## src/rtl/noc_pkg.sv

```systemverilog
// Shared NoC definitions: flit width, header field positions, injector FSM
// encodings and the header-flit builder.
// Imported by the network-interface injector and its interface.
package noc_pkg;

  localparam int FLIT_W  = 8;
  localparam int COORD_W = 3;
  localparam int LEN_W   = 2;
  localparam int DATA_W  = 32;

  // Header flit layout: {dst_x, dst_y, len}
  localparam int HDR_LEN_LSB = 0;
  localparam int HDR_LEN_MSB = 1;
  localparam int HDR_Y_LSB   = 2;
  localparam int HDR_Y_MSB   = 4;
  localparam int HDR_X_LSB   = 5;
  localparam int HDR_X_MSB   = 7;

  localparam logic [1:0] ST_IDLE = 2'd0;
  localparam logic [1:0] ST_HEAD = 2'd1;
  localparam logic [1:0] ST_PAY  = 2'd2;

  // Message latched from the PE for the duration of one packet
  typedef struct packed {
    logic [COORD_W-1:0] dst_x;
    logic [COORD_W-1:0] dst_y;
    logic [LEN_W-1:0]   len;
    logic [DATA_W-1:0]  data;
  } msg_t;

  function automatic logic [FLIT_W-1:0] build_header(input logic [COORD_W-1:0] x,
                                                     input logic [COORD_W-1:0] y,
                                                     input logic [LEN_W-1:0]   len);
    logic [FLIT_W-1:0] h;
    h = '0;
    h[HDR_X_MSB:HDR_X_LSB]     = x;
    h[HDR_Y_MSB:HDR_Y_LSB]     = y;
    h[HDR_LEN_MSB:HDR_LEN_LSB] = len;
    return h;
  endfunction

endpackage

```

## src/rtl/ni_flit_injector_if.sv

```systemverilog
// PE-message handshake plus local-FIFO write/credit signals of the injector.
// Ports: pe_* message handshake, fifo_write/fifo_data flit strobe, credit_in return,
// credits/busy/credit_err status. slave = injector view, master = PE/router view.
interface ni_flit_injector_if #(parameter int CRED_W = 4);
  import noc_pkg::*;

  logic                  pe_valid;
  logic                  pe_ready;
  logic [COORD_W-1:0]    pe_dst_x;
  logic [COORD_W-1:0]    pe_dst_y;
  logic [LEN_W-1:0]      pe_len;
  logic [DATA_W-1:0]     pe_data;
  logic                  fifo_write;
  logic [FLIT_W-1:0]     fifo_data;
  logic                  credit_in;
  logic [CRED_W-1:0]     credits;
  logic                  busy;
  logic                  credit_err;

  modport slave (
    input  pe_valid, pe_dst_x, pe_dst_y, pe_len, pe_data, credit_in,
    output pe_ready, fifo_write, fifo_data, credits, busy, credit_err
  );

  modport master (
    output pe_valid, pe_dst_x, pe_dst_y, pe_len, pe_data, credit_in,
    input  pe_ready, fifo_write, fifo_data, credits, busy, credit_err
  );

endinterface

```

## src/rtl/ni_credit_counter.sv

```systemverilog
// Credit counter mirroring free downstream FIFO slots; resets to DEPTH.
// Ports: inc_i (slot freed), dec_i (flit issued), count_o, err_o (sticky overflow).
// Simultaneous inc/dec cancel; inc at DEPTH saturates and raises err_o.
module ni_credit_counter #(
  parameter int DEPTH = 8,
  parameter int W     = 4
) (
  input  logic         clk,
  input  logic         rst,
  input  logic         inc_i,
  input  logic         dec_i,
  output logic [W-1:0] count_o,
  output logic         err_o
);

  localparam logic [W-1:0] MAX = W'(DEPTH);

  logic [W-1:0] count_q, count_d;
  logic         err_q, err_d;

  always_comb begin
    count_d = count_q;
    err_d   = err_q;
    if (inc_i && !dec_i) begin
      if (count_q == MAX) err_d = 1'b1;
      else                count_d = count_q + 1'b1;
    end else if (dec_i && !inc_i) begin
      count_d = count_q - 1'b1;
    end
  end

  always_ff @(posedge clk or posedge rst) begin
    if (rst) begin
      count_q <= MAX;
      err_q   <= 1'b0;
    end else begin
      count_q <= count_d;
      err_q   <= err_d;
    end
  end

  assign count_o = count_q;
  assign err_o   = err_q;

endmodule

```

## src/rtl/ni_flit_injector.sv

```systemverilog
// Packetizes one PE message into header + 1..4 payload flits for the router local FIFO.
// Ports: clk, rst (async active-high), bus (slave modport: PE handshake, FIFO write, credits).
// Header issues the edge after acceptance; one flit per cycle while credits > 0, else stall.
module ni_flit_injector
  import noc_pkg::*;
#(
  parameter int FIFO_DEPTH = 8,
  parameter int CRED_W     = 4
) (
  input  logic                  clk,
  input  logic                  rst,
  ni_flit_injector_if.slave     bus
);

  logic [1:0]        state_q, state_d;
  msg_t              msg_q, msg_d;
  logic [LEN_W-1:0]  idx_q, idx_d;
  logic              fifo_write_q, fifo_write_d;
  logic [FLIT_W-1:0] fifo_data_q, fifo_data_d;

  logic [CRED_W-1:0] credits;
  logic              credit_err;
  logic              issue;

  // A flit may only leave when a credit was available before the edge
  assign issue = ((state_q == ST_HEAD) || (state_q == ST_PAY)) && (credits != '0);

  ni_credit_counter #(.DEPTH(FIFO_DEPTH), .W(CRED_W)) u_credits (
    .clk     (clk),
    .rst     (rst),
    .inc_i   (bus.credit_in),
    .dec_i   (issue),
    .count_o (credits),
    .err_o   (credit_err)
  );

  always_comb begin
    state_d      = state_q;
    msg_d        = msg_q;
    idx_d        = idx_q;
    fifo_write_d = issue;
    fifo_data_d  = fifo_data_q;
    case (state_q)
      ST_IDLE: begin
        if (bus.pe_valid) begin
          msg_d.dst_x = bus.pe_dst_x;
          msg_d.dst_y = bus.pe_dst_y;
          msg_d.len   = bus.pe_len;
          msg_d.data  = bus.pe_data;
          state_d     = ST_HEAD;
        end
      end
      ST_HEAD: begin
        if (issue) begin
          fifo_data_d = build_header(msg_q.dst_x, msg_q.dst_y, msg_q.len);
          idx_d       = '0;
          state_d     = ST_PAY;
        end
      end
      ST_PAY: begin
        if (issue) begin
          fifo_data_d = msg_q.data[{idx_q, 3'b000} +: FLIT_W];
          if (idx_q == msg_q.len) begin
            idx_d   = '0;
            state_d = ST_IDLE;
          end else begin
            idx_d = idx_q + 1'b1;
          end
        end
      end
      default: state_d = ST_IDLE;
    endcase
  end

  always_ff @(posedge clk or posedge rst) begin
    if (rst) begin
      state_q      <= ST_IDLE;
      msg_q        <= '0;
      idx_q        <= '0;
      fifo_write_q <= 1'b0;
      fifo_data_q  <= '0;
    end else begin
      state_q      <= state_d;
      msg_q        <= msg_d;
      idx_q        <= idx_d;
      fifo_write_q <= fifo_write_d;
      fifo_data_q  <= fifo_data_d;
    end
  end

  assign bus.pe_ready   = (state_q == ST_IDLE);
  assign bus.busy       = (state_q != ST_IDLE);
  assign bus.fifo_write = fifo_write_q;
  assign bus.fifo_data  = fifo_data_q;
  assign bus.credits    = credits;
  assign bus.credit_err = credit_err;

endmodule

```

## src/flat_wrapper.sv

```systemverilog
// flat-port wrapper written by rule: the top's interface ports become plain ports
module ni_flit_injector_flat import noc_pkg::*;
#(
  parameter int FIFO_DEPTH = 8,
  parameter int CRED_W     = 4
)
  (clk, rst, bus_pe_valid, bus_pe_dst_x, bus_pe_dst_y, bus_pe_len, bus_pe_data, bus_credit_in, bus_pe_ready, bus_fifo_write, bus_fifo_data, bus_credits, bus_busy, bus_credit_err);
  ni_flit_injector_if #(.CRED_W(CRED_W)) bus_i ();
  input  logic clk;
  input  logic rst;
  input wire logic [$bits(bus_i.pe_valid)-1:0] bus_pe_valid;
  input wire logic [$bits(bus_i.pe_dst_x)-1:0] bus_pe_dst_x;
  input wire logic [$bits(bus_i.pe_dst_y)-1:0] bus_pe_dst_y;
  input wire logic [$bits(bus_i.pe_len)-1:0] bus_pe_len;
  input wire logic [$bits(bus_i.pe_data)-1:0] bus_pe_data;
  input wire logic [$bits(bus_i.credit_in)-1:0] bus_credit_in;
  output wire logic [$bits(bus_i.pe_ready)-1:0] bus_pe_ready;
  output wire logic [$bits(bus_i.fifo_write)-1:0] bus_fifo_write;
  output wire logic [$bits(bus_i.fifo_data)-1:0] bus_fifo_data;
  output wire logic [$bits(bus_i.credits)-1:0] bus_credits;
  output wire logic [$bits(bus_i.busy)-1:0] bus_busy;
  output wire logic [$bits(bus_i.credit_err)-1:0] bus_credit_err;
  assign bus_i.pe_valid = bus_pe_valid;
  assign bus_i.pe_dst_x = bus_pe_dst_x;
  assign bus_i.pe_dst_y = bus_pe_dst_y;
  assign bus_i.pe_len = bus_pe_len;
  assign bus_i.pe_data = bus_pe_data;
  assign bus_i.credit_in = bus_credit_in;
  assign bus_pe_ready = bus_i.pe_ready;
  assign bus_fifo_write = bus_i.fifo_write;
  assign bus_fifo_data = bus_i.fifo_data;
  assign bus_credits = bus_i.credits;
  assign bus_busy = bus_i.busy;
  assign bus_credit_err = bus_i.credit_err;
  ni_flit_injector #(.FIFO_DEPTH(FIFO_DEPTH), .CRED_W(CRED_W)) u_core (.clk(clk), .rst(rst), .bus(bus_i));
endmodule
```

## config.mk

```make
export PLATFORM = sky130hd
export DESIGN_NAME = ni_flit_injector_flat
export DESIGN_NICKNAME = d
export VERILOG_FILES = /design/src/rtl/noc_pkg.sv /design/src/rtl/ni_flit_injector_if.sv /design/src/rtl/ni_credit_counter.sv /design/src/rtl/ni_flit_injector.sv /design/src/flat_wrapper.sv
export SDC_FILE = /design/constraint.sdc
export NUM_CORES = 1
export LEC_CHECK = 0
export ABC_AREA = 1
export BUFFER_PORTS_ARGS = -buffer_cell sky130_fd_sc_hd__buf_2
export CORE_MARGIN = 1.5
export CORE_UTILIZATION = 35
export DETAILED_ROUTE_END_ITERATION = 12
export GPL_ROUTABILITY_DRIVEN = 0
export PLACE_DENSITY = 0.57
export SYNTH_ARGS = -nofsm -noshare
export SYNTH_HDL_FRONTEND = slang
export SYNTH_SLANG_ARGS = --single-unit
```

## constraint.sdc

```tcl
create_clock -name clk -period 2.7 [get_ports clk]
set_input_delay 0.54 -clock clk [delete_from_list [all_inputs] [get_ports clk]]
set_output_delay 0.54 -clock clk [all_outputs]
set_load 0.03 [all_outputs]
```

==> flow_metrics.py, run 1 <==
metrics = {
    "timing": {
        "setup_tns_ps": 0,
        "whs_ps": 346.7,
        "fin_skew_ps": 5.685,
        "slew_violations": 0,
        "rsz0062_at_grt": "no",
        "fmax_mhz": 469.0,
        "setup_slack_ps": 567.7,
        "finalCritPeriodShare_pct": 78.97,
        "worst_pin_slew_ps": 812.3,
        "relSlewSlack_pct": 45.77,
        "fin_crit_ps": 2132,
        "hold_violations": 0,
        "final-setup-viol-count": 0,
    },
    "clock_tree": {
        "cts_tree": "built",
        "ctsHtreeMaxLevel": 3,
        "clock_latency_ps": 350,
        "clock_sinks": 58,
        "cts_buffer_depth": 2,
        "hold_buffers": 0,
        "root_buffer": "clkbuf_8",
        "post_cts_resized": 0,
        "path_clk_slew_ps": 70,
        "post_cts_buffers": 0,
        "numCtsBuffers": 9,
    },
    "setup_path": {
        "worstSetupStartpoint": "u_core.state_q[0]",
        "start_kind": "register",
        "critPathArrivalTime_ps": 2410,
        "crit_type": "register to register",
        "cp.required_ps": 2980,
        "crit_fanout": 5,
        "critPathCaptureType": "register",
        "regToRegStartpoint": "u_core.state_q[0]",
    },
    "layout": {
        "drive_gt1_share_pct": 38.89,
        "nNetsFinal": 388,
        "fill_cells": 804,
        "num_antenna_cells": 0,
        "final_cells": 444,
        "area_delta_synth_final_pct": 21.41,
    },
    "detailed_routing": {
        "wl_per_cell_um": 13.85,
        "drc_errors": 0,
        "vias": 2120,
        "first_pass_iters": 4,
        "first_iter_violations": 110,
        "ant_nets": 0,
        "via_per_inst": 4.775,
        "drt-total-wl_mm": 6.150,
    },
    "synthesis": {
        "yosysMostFrequentCell": "nand2_1",
        "syn_inst": 272,
        "synth_common_cells": "nand2_1, dfrtp_1, mux2_2",
        "synthTopCellsByArea": "dfrtp_1, mux2_2, nand2_1",
        "synth_seq_cells": 58,
        "synth_area_per_cell_sq_um": 10.14,
        "ys_types": 27,
        "yosysTopAreaCellShare_pct": 51.70,
        "synth_seq_area_share_pct": 52.65,
        "async_reset_ff_share_pct": 100.0,
        "yosys.area.top_type": "dfrtp_1",
        "synth_edf_count": 0,
        "ys.flop_type": "dfrtp_1",
        "netlist_area_sq_um": 2759,
        "yosys_warnings": 0,
        "syn-num-nets": 322,
    },
    "global_routing": {
        "grt_use_total_pct": 16.27,
        "grt_pass1_vias": 2127,
        "grt_pass1_wl_mm": 10.37,
        "antenna_found_initial": 0,
        "overflow": 0,
        "grt_max_degree": 41,
    },
    "pwr": {
        "power.switching_w": 0.001936,
        "swShare_pct": 42.42,
        "leakage_nw": 1.681,
        "pwr-share-comb_pct": 47.8,
        "internal_power_w": 0.002628,
        "seqPwrFrac_pct": 35.5,
        "p_per_area_nw_per_um2": 1363,
        "total_power_w": 0.004564,
        "power_frac_clock_pct": 16.7,
        "worst_ir_drop_vdd_mv": 0.4778,
    },
    "floorplanning": {
        "start_util_pct": 35.89,
        "num_rows": 32,
        "die_x_um": 91.79,
        "die_area_sq_um": 8424,
        "io_pins": 60,
        "dieHeight_um": 91.79,
        "coreArea_sq_um": 7687,
    },
    "placement": {
        "portBuffers": 59,
        "dp.cells": 429,
        "dp_slack_ps": 591.3,
        "dp_hpwl_mm": 4.378,
    },
    "hold_path": {
        "hp-class": "input port to asynchronous set/reset pin",
    },
    "outcome": {
        "outcome": "finished clean",
    },
    "run": {
        "drv_cap": 0,
    },
}
## path summary, 6_finish.rpt
kind,to,slack (ps),cells past startpoint
worst max register to register,u_core.u_credits.count_o[3],570,13
worst min-delay path,u_core.msg_q[30],350,2
worst max-delay path,u_core.u_credits.count_o[3],570,13
worst min register to register,u_core.bus.fifo_data[5],480,2
max in group asynchronous,u_core.msg_q[31],1690,3
min in group clk,u_core.msg_q[19],420,2
## cell type report
| type | count | area (sq um) | share of cell area, % |
|---|---|---|---|
| Clock buffer | 13 | 178.9 | 5.342 |
| Clock inverter | 2 | 10.01 | 0.2988 |
| Inverter | 15 | 58.81 | 1.756 |
| Multi-Input combinational cell | 190 | 1189 | 35.49 |
| Sequential cell | 58 | 1453 | 43.37 |
| Tap cell | 102 | 127.6 | 3.810 |
| Timing Repair Buffer | 64 | 332.8 | 9.936 |
## kinds of logic (layout without fill, tap and decap cells)
| kind of cell | Yosys count | after routing | synth area share, % |
|---|---|---|---|
| flops | 58 | 58 | 52.65 |
| simple gates | 134 | 134 | 21.22 |
| mux | 40 | 40 | 16.33 |
| buf+inv | 24 | 94 | 4.263 |
| compound gates | 6 | 6 | 1.270 |
| xor+xnor | 4 | 4 | 1.270 |
| fa+ha+maj | 6 | 6 | 2.993 |
## placed cells by master, fill, tap and decap left out
master / Yosys / layout
dfstp_2: 1 / 1
nand3b_1: 1 / 1
nand2_2: 3 / 3
nand2_1: 89 / 89
inv_2: 3 / 4
inv_1: 11 / 10
nor2_1: 3 / 3
inv_4: 1 / 1
ha_1: 5 / 5
xnor2_1: 2 / 2
mux2_2: 40 / 40
nand2_4: 3 / 3
o21ai_0: 1 / 1
nor2_2: 1 / 1
buf_4: 1 / 5
o21ai_1: 3 / 3
or2_2: 1 / 1
o21bai_1: 1 / 1
fa_1: 1 / 1
buf_2: 5 / 59
xor2_1: 2 / 2
nand3_1: 31 / 31
o21a_1: 1 / 1
nand4_1: 2 / 2
clkbuf_8: 0 / 13
dfrtp_1: 57 / 57
clkinv_2: 0 / 2
## metal layers
layer	share of wire, %	GRT usage [%]	wire length, um	vias up
met5	0	0	0	-
met4	2.2	8.846	137	0
met3	5.5	3.814	340	11
met2	48	25.93	2929	68
met1	45	20.41	2742	1020
li1	-	-	-	1021
## per-stage QoR
| step | cell area [sq um] | util, % |
|---|---|---|
| finish | 3349 | 43.57 |
| global route | 3349 | 43.57 |
| CTS | 3349 | 43.57 |
| detailed placement | 3161 | 41.11 |
| global placement | 3161 | 41.11 |
| floorplan | 2759 | - |
## worst max-delay path, stage by stage, from the launching register on
cell and delay [ps]:
dfrtp_1 370, inv_1 70, ha_1 390, nand2_4 130
nand2_1 150, ha_1 370, nand2_1 90, nand2_1 50
nor2_1 130, inv_1 60, nand2_1 80, nand3_1 80
nand2_1 60, nand2_1 50
## power by group through the flow
stage               clock network, W  logic [W]  registers, W
floorplan                          0    0.00157       0.00174
finish                      0.000760    0.00218       0.00162
detailed placement                 0    0.00219       0.00164
global placement                   0    0.00213       0.00163
CTS                         0.000781    0.00220       0.00162
global route                0.000821    0.00243       0.00168
## state kept, by name (all words and copies together) (netlist names)
name,flops
u_core.bus.fifo_data,8
u_core.bus.fifo_write,1
u_core.idx_q,2
u_core.msg_q,40
u_core.state_q,2
u_core.u_credits.count_o,4
u_core.u_credits.err_o,1
Note: power is estimated with default switching activity, not from simulation.
==> run 2: changes to the inputs <==
Clock period 2.7 ns to 2.2 ns, I/O delays scaled along.
==> run 2 against run 1 <==
  * Sequential power is 23% higher
  * Routed wire length is 0.96% lower
  * First-iteration DRC count is 1.8% higher
  * Clock skew is 4.3 ps lower
  * Largest cell class unchanged
  * Non-clock buffer count is 1 lower
  * Maximum frequency is 4.4% higher
  * Largest power group unchanged
  * Utilization is 0.54 points higher
  * Final cell count stayed put
  * Worst setup slack worse by 410 ps
  * Sequential share of layout area is 0.53 points lower
  * Clock-buffer cell count is 1 higher
  * Critical endpoint unchanged
  * Clock power is 31% higher
==> flow_metrics.py, run 2 (synthesized netlist as in run 1, its figures left out) <==
metrics = {
    "detailed_routing": {
        "via_per_inst": 4.696,
        "vias": 2085,
        "drc_errors": 0,
        "ant_nets": 0,
        "drt-total-wl_mm": 6.091,
        "first_pass_iters": 4,
        "wl_per_cell_um": 13.72,
        "first_iter_violations": 112,
    },
    "setup_path": {
        "critPathCaptureType": "register",
        "critPathArrivalTime_ps": 2310,
        "critPathMaxStageDelay_ps": 400,
        "crit_type": "register to register",
        "start_kind": "register",
        "cp.required_ps": 2470,
        "path_cells": "inv_1, ha_2, nand2_4, nand2_1, ha_4, nand2_1, nand2_1, nor2_1, inv_1, nand2_1, nand3_1, nand2_1, nand2_1",
        "worst_path_max_delay_cell": "ha_2",
        "crit_fanout": 5,
        "crit_top_cell": "nand2_1",
    },
    "timing": {
        "relSlewSlack_pct": 71.99,
        "fin_skew_ps": 1.356,
        "slew_violations": 0,
        "final-setup-viol-count": 0,
        "finalCritPeriodShare_pct": 92.83,
        "setup_tns_ps": 0,
        "hold_violations": 0,
        "fmax_mhz": 489.6,
        "worst_pin_slew_ps": 420.2,
        "setup_slack_ps": 157.7,
        "fin_crit_ps": 2042,
    },
    "clock_tree": {
        "cts_tree": "built",
        "post_cts_buffers": 0,
        "cts_buffer_depth": 2,
        "clock_sinks": 58,
        "path_clk_slew_ps": 60,
        "root_buffer": "clkbuf_8",
        "ctsHtreeMaxLevel": 3,
        "numCtsBuffers": 9,
        "clock_latency_ps": 330,
    },
    "layout": {
        "regMostFlops": "u_core.msg_q",
        "mostFrequentLayoutCell": "nand2_1",
        "ff_latch_area_sq_um": 1453,
        "area_delta_synth_final_pct": 22.90,
        "nNetsFinal": 387,
        "multiInputGateArea_sq_um": 1204,
        "mostFrequentLayoutCells": "nand2_1, buf_2, dfrtp_1, mux2_2, nand3_1",
        "fill_cells": 787,
        "num_antenna_cells": 0,
        "drive_gt1_share_pct": 38.60,
        "largest_reg_flops": 40,
    },
    "placement": {
        "portBuffers": 59,
        "dp_slack_ps": 50.09,
        "dp_hpwl_mm": 4.215,
    },
    "floorplanning": {
        "num_rows": 32,
        "io_pins": 60,
        "dieHeight_um": 91.79,
        "die_area_sq_um": 8424,
        "coreArea_sq_um": 7687,
        "die_x_um": 91.79,
        "start_util_pct": 35.89,
    },
    "outcome": {
        "outcome": "finished clean",
    },
    "global_routing": {
        "overflow": 0,
        "grt_busiest_layer": "met2",
        "grt_util_met3_pct": 5.638,
        "grt_max_degree": 59,
        "antenna_found_initial": 0,
        "grt_pass1_vias": 2082,
        "use_met1_pct": 20.06,
        "grt_pass1_wl_mm": 10.04,
        "grt_use_total_pct": 15.85,
        "use_met2_pct": 24.50,
    },
    "run": {
        "drv_cap": 0,
    },
    "pwr": {
        "worst_ir_drop_vdd_mv": 0.5861,
        "leakage_nw": 1.685,
        "total_power_w": 0.005707,
        "p_per_area_nw_per_um2": 1683,
    },
    "hold_path": {
        "hp-class": "input port to asynchronous set/reset pin",
    },
}
run 2: stage by stage:
stage	instances	utilization [%]	instance area [sq um]	hold WS [ps]
6_report	444	44.11	3391	146.1
3_5_place_dp	428	41.34	3178	457.3
3_3_place_gp	428	41.34	3178	460.1
4_1_cts	444	43.91	3376	162.3
2_1_floorplan	272	-	2759	479.3
5_1_grt	444	44.11	3391	170.2
run 2: power breakdown:
| group | switching (W) | internal (W) | leakage (nW) |
|---|---|---|---|
| clock network | 0.000409 | 0.000585 | 0.101 |
| logic | 0.00160 | 0.00112 | 0.894 |
| registers | 0.000364 | 0.00163 | 0.690 |
| total | 0.00237 | 0.00334 | 1.68 |
run 2: metal layers:
layer	share of wire (%)	up-vias
li1	-	1027
met1	44	987
met2	48	62
met3	6.3	9
met4	1.6	0
met5	0	-
run 2: worst max-delay path, delay by kind of cell (launching register included):
family        cells  cell delay, ps
fa+ha+maj         2             650
flops             1             380
buf+inv           2             130
simple gates      9             810
run 2: layout make-up:
class / count / share of cell area [%]
multi-input cells: 190 / 35.50
clock inverters: 2 / 1.033
repair buffers: 63 / 10.33
flip-flops and latches: 58 / 42.84
inverters: 15 / 1.734
well taps: 102 / 3.764
clock buffers: 14 / 4.797
run 2: repair_timing:
action                                 CTS  global route
hold buffers                             0             0
gates resized for setup                  0             2
endpoints found under the hold margin    0             0
setup endpoints to repair                0             1
run 2: path summary, 6_finish.rpt:
| kind | start | to | slack, ps | cells past startpoint |
|---|---|---|---|---|
| min in group clk | bus_pe_data[4] | u_core.msg_q[4] | 330 | 2 |
| worst min-delay path | rst | u_core.msg_q[22] | 150 | 3 |
| worst max register to register | u_core.state_q[1] | u_core.u_credits.count_o[3] | 160 | 13 |
| max in group asynchronous | rst | u_core.u_credits.count_o[3] | 1770 | 3 |
| worst min register to register | u_core.u_credits.err_o | u_core.u_credits.err_o | 470 | 1 |
| worst max-delay path | u_core.state_q[1] | u_core.u_credits.count_o[3] | 160 | 13 |
